<file path="src/rtl/if_stage.sv">
// Instruction-fetch stage: owns the PC, addresses the instruction memory and loads IF/ID.
// Per-edge priority: reset, redirect, stall (hold), memory conflict (bubble), normal fetch.
module if_stage #(
   parameter int                PC_W     = 16,
   parameter int                INST_W   = 16,
   parameter logic [PC_W-1:0]   RESET_PC = '0,
   parameter logic [INST_W-1:0] NOP_INST = INST_W'(16'h0800)
) (
   input  logic              clk,
   input  logic              rst,
   output logic [PC_W-1:0]   imem_addr,
   input  logic [INST_W-1:0] imem_data,
   input  logic              stall,
   input  logic              mem_conflict,
   input  logic              redirect,
   input  logic [PC_W-1:0]   redirect_pc,
   output logic [PC_W-1:0]   if_id_pc,
   output logic [PC_W-1:0]   if_id_pc_plus1,
   output logic [INST_W-1:0] if_id_inst,
   output logic              if_id_valid
);

   logic [PC_W-1:0]   r_pc;
   logic [PC_W-1:0]   r_if_id_pc;
   logic [PC_W-1:0]   r_if_id_pc_plus1;
   logic [INST_W-1:0] r_if_id_inst;
   logic              r_if_id_valid;
   logic [PC_W-1:0]   w_pc_plus1;

   // Wraps modulo 2^PC_W; no carry is kept.
   assign w_pc_plus1 = r_pc + PC_W'(1);
   assign imem_addr  = r_pc;

   always_ff @(posedge clk) begin
      if (rst) begin
         r_pc             <= RESET_PC;
         r_if_id_pc       <= '0;
         r_if_id_pc_plus1 <= '0;
         r_if_id_inst     <= NOP_INST;
         r_if_id_valid    <= 1'b0;
      end else if (redirect) begin
         // Squash the wrong-path fetch even if stall or conflict is also raised.
         r_pc             <= redirect_pc;
         r_if_id_pc       <= '0;
         r_if_id_pc_plus1 <= '0;
         r_if_id_inst     <= NOP_INST;
         r_if_id_valid    <= 1'b0;
      end else if (stall) begin
         r_pc             <= r_pc;
         r_if_id_pc       <= r_if_id_pc;
         r_if_id_pc_plus1 <= r_if_id_pc_plus1;
         r_if_id_inst     <= r_if_id_inst;
         r_if_id_valid    <= r_if_id_valid;
      end else if (mem_conflict) begin
         // imem_data is not ours this cycle: insert a bubble and refetch the same PC.
         r_pc             <= r_pc;
         r_if_id_pc       <= '0;
         r_if_id_pc_plus1 <= '0;
         r_if_id_inst     <= NOP_INST;
         r_if_id_valid    <= 1'b0;
      end else begin
         r_pc             <= w_pc_plus1;
         r_if_id_pc       <= r_pc;
         r_if_id_pc_plus1 <= w_pc_plus1;
         r_if_id_inst     <= imem_data;
         r_if_id_valid    <= 1'b1;
      end
   end

   assign if_id_pc       = r_if_id_pc;
   assign if_id_pc_plus1 = r_if_id_pc_plus1;
   assign if_id_inst     = r_if_id_inst;
   assign if_id_valid    = r_if_id_valid;

endmodule

</file>
<file path="config.mk">
export PLATFORM = sky130hd
export DESIGN_NAME = if_stage
export DESIGN_NICKNAME = d
export VERILOG_FILES = /design/src/rtl/if_stage.sv
export SDC_FILE = /design/constraint.sdc
export NUM_CORES = 1
export LEC_CHECK = 0
export ABC_CLOCK_PERIOD_IN_PS = 2200
export CORE_AREA = 2 2 82 84
export CTS_CLUSTER_DIAMETER = 30
export DETAILED_ROUTE_END_ITERATION = 16
export DIE_AREA = 0 0 84 86
export PLACE_DENSITY = 0.83
export SLEW_MARGIN = 10
export SYNTH_ARGS = -nofsm -noshare
export SYNTH_HDL_FRONTEND = slang
export SYNTH_SLANG_ARGS = --single-unit
export TNS_END_PERCENT = 50
</file>
<file path="constraint.sdc">
create_clock -name clk -period 2.2 [get_ports clk]
set_input_delay 0.44 -clock clk [delete_from_list [all_inputs] [get_ports clk]]
set_output_delay 0.44 -clock clk [all_outputs]
set_load 0.005 [all_outputs]
</file>
# --- Word-level counts from Yosys, hierarchy flattened ---
# Index checks and enable logic that the tools add are counted.
op_classes:
  n_reduce_logical: 2
  n_addsub: 1
  eq_ne: 2
  muxes: 7
op_table:
  columns: ["op", "n"]
  rows:
  - ["2-to-1 mux 16 bit", 6]
  - ["adder 16 x 1 -> 16 bit, second input constant", 1]
  - ["!= test 2 x 1 -> 1 bit, second input constant", 2]
  - ["AND reduction 2 bit", 1]
  - ["OR reduction 2 bit", 1]
  - ["2-to-1 mux 1 bit", 1]
word_totals:
  output_inout_bits: 65
  word_cells: 17
  regBits: 65
  in_bits: 37

# --- Logic depth before layout (Yosys ltp) ---
depth:
  depth_word: 4
  ltp_mapped: 7

# --- Worst setup path after synthesis ---
# No wires, ideal clock.
synth_path:
  path_kind: "reg2reg"
  startpoint: "reg r_pc[0] (netlist: imem_addr[0])"
  endpoint: "reg r_pc[14] (netlist: imem_addr[14])"
  path_buffers: 0
  arrival_ns: 1.483
  synth_period_minus_slack_ns: 1.614
  required_time_ns: 2.069
  setup_slack_ns: 0.586
  path_stages_with_launch: 6
  path_cell_list: "dfxtp_1 > ha_1 > nand3_1 > nor4_1 > mux2i_1 > o21ai_0"
synth_between:
  elab_chain_len: 4
synth_rtl:
  columns: ["element", "line", "text"]
  rows:
  - ["from (decl)", "23", "logic [PC_W-1:0] r_pc;"]
  - ["from (signal assigned)", "43", "r_pc <= redirect_pc;"]
  - ["from (signal assigned)", "49", "r_pc <= r_pc;"]
  - ["from (signal assigned)", "56", "r_pc <= r_pc;"]
  - ["adder 16 x 1 -> 16 bit", "31", "assign w_pc_plus1 = r_pc + PC_W'(1);"]
  - ["2-to-1 mux 16 bit", "54", "end else if (mem_conflict) begin"]
  - ["2-to-1 mux 16 bit", "48", "end else if (stall) begin"]
  - ["2-to-1 mux 16 bit", "41", "end else if (redirect) begin"]
# No other way between the ends. The select of a mux whose other input is x is not followed.
# A chain may end at the register's enable or synchronous reset.

# --- Final worst setup path ---
layout_path:
  startpoint: "reg r_pc[3] (netlist: imem_addr[3])"
  endpoint: "out imem_addr[3]"
layout_rtl:
  columns: ["element", "line", "text"]
  rows:
  - ["to (decl)", "11", "output logic [PC_W-1:0] imem_addr,"]
# No word-level cell between the ends.

==> run_results.csv <==
group,metric,value,unit
timing,fmax,523,MHz
floorplan,num_rows,29,
cts,cts-root-buf,"clkbuf_8",
cts,clkSinkCount,65,
power,leakage,1.51,nW
cts,cts_tree,"done",
worst_hold_path,worstHoldPathCells,2,
worst_setup_path,reg2reg_to,"imem_addr[14]",
placement,dpl.cell_count,443,
cts,clkTransAtPathRegs,0.07,ns
cells_and_area,drive_gt1_frac,0.0919,
timing,period_share,0.869,
timing,worst_slew_pin_slew,0.446,ns
route,vias,2426,
placement,portBuffers,101,
worst_hold_path,min_from,"if_id_pc[15]",
timing,finalSetupViolations,0,
worst_hold_path,hold_end,"if_id_pc[15]",
power,power_density,660,mW/mm²
timing,fin_hold_ws,0.443,ns
timing,final.min_clock_period,1.91,ns
worst_setup_path,critical_path_class,"register to output port",
power,peakVddDrop,350,µV
worst_setup_path,crit_buf_inv,1,
timing,setup_slack,0.287,ns
run,cap_violations,0,
placement,pre_cts_ws,0.0448,ns
route,wl,7.10,mm
global_route,antenna_found_initial,0,
global_route,grt_pass1_wl,11.7,mm
synth,synth_edf_count,0,
synth,syn-num-nets,314,
worst_setup_path,crit_path_max_fanout,10,
route,firstDrtPassIters,4,
worst_setup_path,crit_path_top_delay_cell,"clkdlybuf4s50_1",
worst_setup_path,critPathLaunchType,"register",
cells_and_area,final_core_util,0.630,
cells_and_area,nFillCells,528,
route,dr.first_iter.drc_count,150,
cells_and_area,final_area,0.00395,mm²
synth,ys_async_sr_fraction,0,
synth,ys_ff_latch,65,
cells_and_area,syn_to_final_growth,49.2,%
floorplan,coreArea,0.00628,mm²
cells_and_area,diodes,0,
cts,cts_resized,0,
outcome,status,"finished, final reports clean",
synth,post_synth.cell_area_avg,9.60,µm²
cts,cts_made_buffers,9,
synth,synthFlopType,"dfxtp_1",
floorplan,die_h,86,µm
cts,ctsHoldBuffers,0,
worst_setup_path,critical_path.top_delay_family,"buffers and inverters",
worst_setup_path,slowest_delay,0.59,ns
floorplan,io_pins,102,
route,antenna_left,0,
cts,clock_latency,0.34,ns
cts,htreeDepth,3,
placement,place_area,0.00374,mm²
global_route,first_global_vias,2394,
timing,slew_headroom,0.701,
synth,netlist_instances,276,
floorplan,die_w,84,µm
worst_setup_path,r2r_cells,4,
timing,fin_setup_tns,0,ns
global_route,grt_max_degree,33,
placement,place_congestion,0.817,
synth,ys.warnings.count,0,
synth,yosysSeqAreaShare,0.491,
cts,clock_path_buffers,2,
timing,maxSlewViolCount,0,
timing,grt_setup_unrepaired,"false",
placement,dpl.hpwl,5.13,mm
cells_and_area,fin_nets,415,
timing,skew,0.00652,ns
worst_setup_path,required,1.76,ns
cells_and_area,stdcell_count,458,
floorplan,dieArea,0.00722,mm²
worst_setup_path,end_kind,"output port",
worst_setup_path,worst_r2r_startpoint,"imem_addr[5]",
cts,post_cts_buffers,0,
global_route,grt_overflow,0,
timing,final_hold_viol_count,0,
power,total_power,2.61,mW
worst_setup_path,critPathArrivalTime,1.47,ns
worst_setup_path,path_cells,"clkdlybuf4s50_1",
synth,synth_cell_type_count,40,
floorplan,start_util,0.422,
global_route,grtUsageTotal,0.203,
route,route.detailed.drc,0,
worst_setup_path,r2r_slack,0.44,ns
worst_hold_path,hold_class,"register to register",
route,wire_per_inst,15.5,µm
route,vias_per_cell,5.30,
synth,mappedNetlistArea,0.00265,mm²
[flip-flops by register name, indices dropped and copies added, names as in the netlist]
name            cells
if_id_pc_plus1     16
if_id_pc           16
imem_addr          16
if_id_valid         1
if_id_inst         16
[synth_stat cells (2+ instances only)]
cell type / count / area [µm²]
o21ai_1: 9 / 45.0
nor3b_1: 9 / 67.6
o2bb2ai_1: 5 / 43.8
nor3_1: 8 / 40.0
a21oi_1: 14 / 70.1
a21o_1: 5 / 37.5
xnor2_1: 7 / 61.3
o21a_1: 3 / 22.5
nor2_1: 13 / 48.8
a21oi_2: 2 / 17.5
buf_6: 2 / 22.5
buf_2: 14 / 70.1
nand2_1: 28 / 105
nand3_1: 5 / 25.0
a22o_1: 28 / 245
buf_1: 5 / 18.8
xor2_1: 8 / 70.1
and2_1: 4 / 25.0
inv_1: 6 / 22.5
or3_1: 3 / 18.8
nand4_1: 3 / 18.8
mux2i_1: 6 / 60.1
nor4_1: 4 / 25.0
dfxtp_1: 65 / 1300
o21ai_0: 5 / 25.0
[placed cells by master, fill, tap and decap left out, types with 4 or more instances in the layout]
cell type        count
a21o_1               5
a21oi_1             14
a22o_1              28
and2_1               4
buf_4               11
clkbuf_8            13
clkdlybuf4s50_1    101
dfxtp_1             65
inv_1                6
mux2i_1              6
nand2_1             28
nand3_1              5
nor2_1              13
nor3_1               8
nor3b_1              9
nor4_1               4
o21ai_0              5
o21ai_1              9
o2bb2ai_1            5
xnor2_1              7
xor2_1               8
[power breakdown]
part | switching, mW | total [mW] | internal, mW
sequential | 0.0391 | 1.25 | 1.21
combinational | 0.113 | 0.282 | 0.169
clock | 0.438 | 1.08 | 0.639
[per-layer routing]
metal  GRT usage  up-vias  part of all wire
li1            -     1182                 -
met1       0.246     1156              0.44
met2       0.345       80              0.49
met3      0.0577        8             0.059
met4      0.0792        0             0.011
met5           0        -                 0
[worst max path at each step]
stage	cells after the start	slack [ns]	endpoint	from
final	1	0.29	imem_addr[3]	imem_addr[3]
after global routing	1	0.23	imem_addr[3]	imem_addr[3]
after CTS	1	0.29	imem_addr[3]	imem_addr[3]
after detailed placement	5	0.04	imem_addr[15]	stall
after global placement	5	0.09	imem_addr[15]	stall
after floorplan	5	0.59	imem_addr[14]	imem_addr[0]
[final cells by class]
type | instances | area [µm²] | share of cell area
sequential | 65 | 1300 | 0.329
inverter | 6 | 22.5 | 0.00570
clock inverter | 2 | 35.0 | 0.00886
multi-input combinational | 182 | 1200 | 0.305
timing repair buffer | 113 | 1110 | 0.282
clock buffer | 13 | 179 | 0.0453
tap | 77 | 96.3 | 0.0244
[cells by family (layout without fill, tap and decap cells)]
group                      after synthesis  after routing  synth area share
DFF                                     65             65             0.491
adders and majority gates                1              1           0.00472
and+or+nand+nor                         86             86             0.175
AOI/OAI and AO/OA                       73             73             0.198
buffers and inverters                   29            134            0.0538
muxes                                    7              7            0.0269
xor gates and xnor gates                15             15            0.0496
No activity file was read; power rests on OpenSTA's default activity.
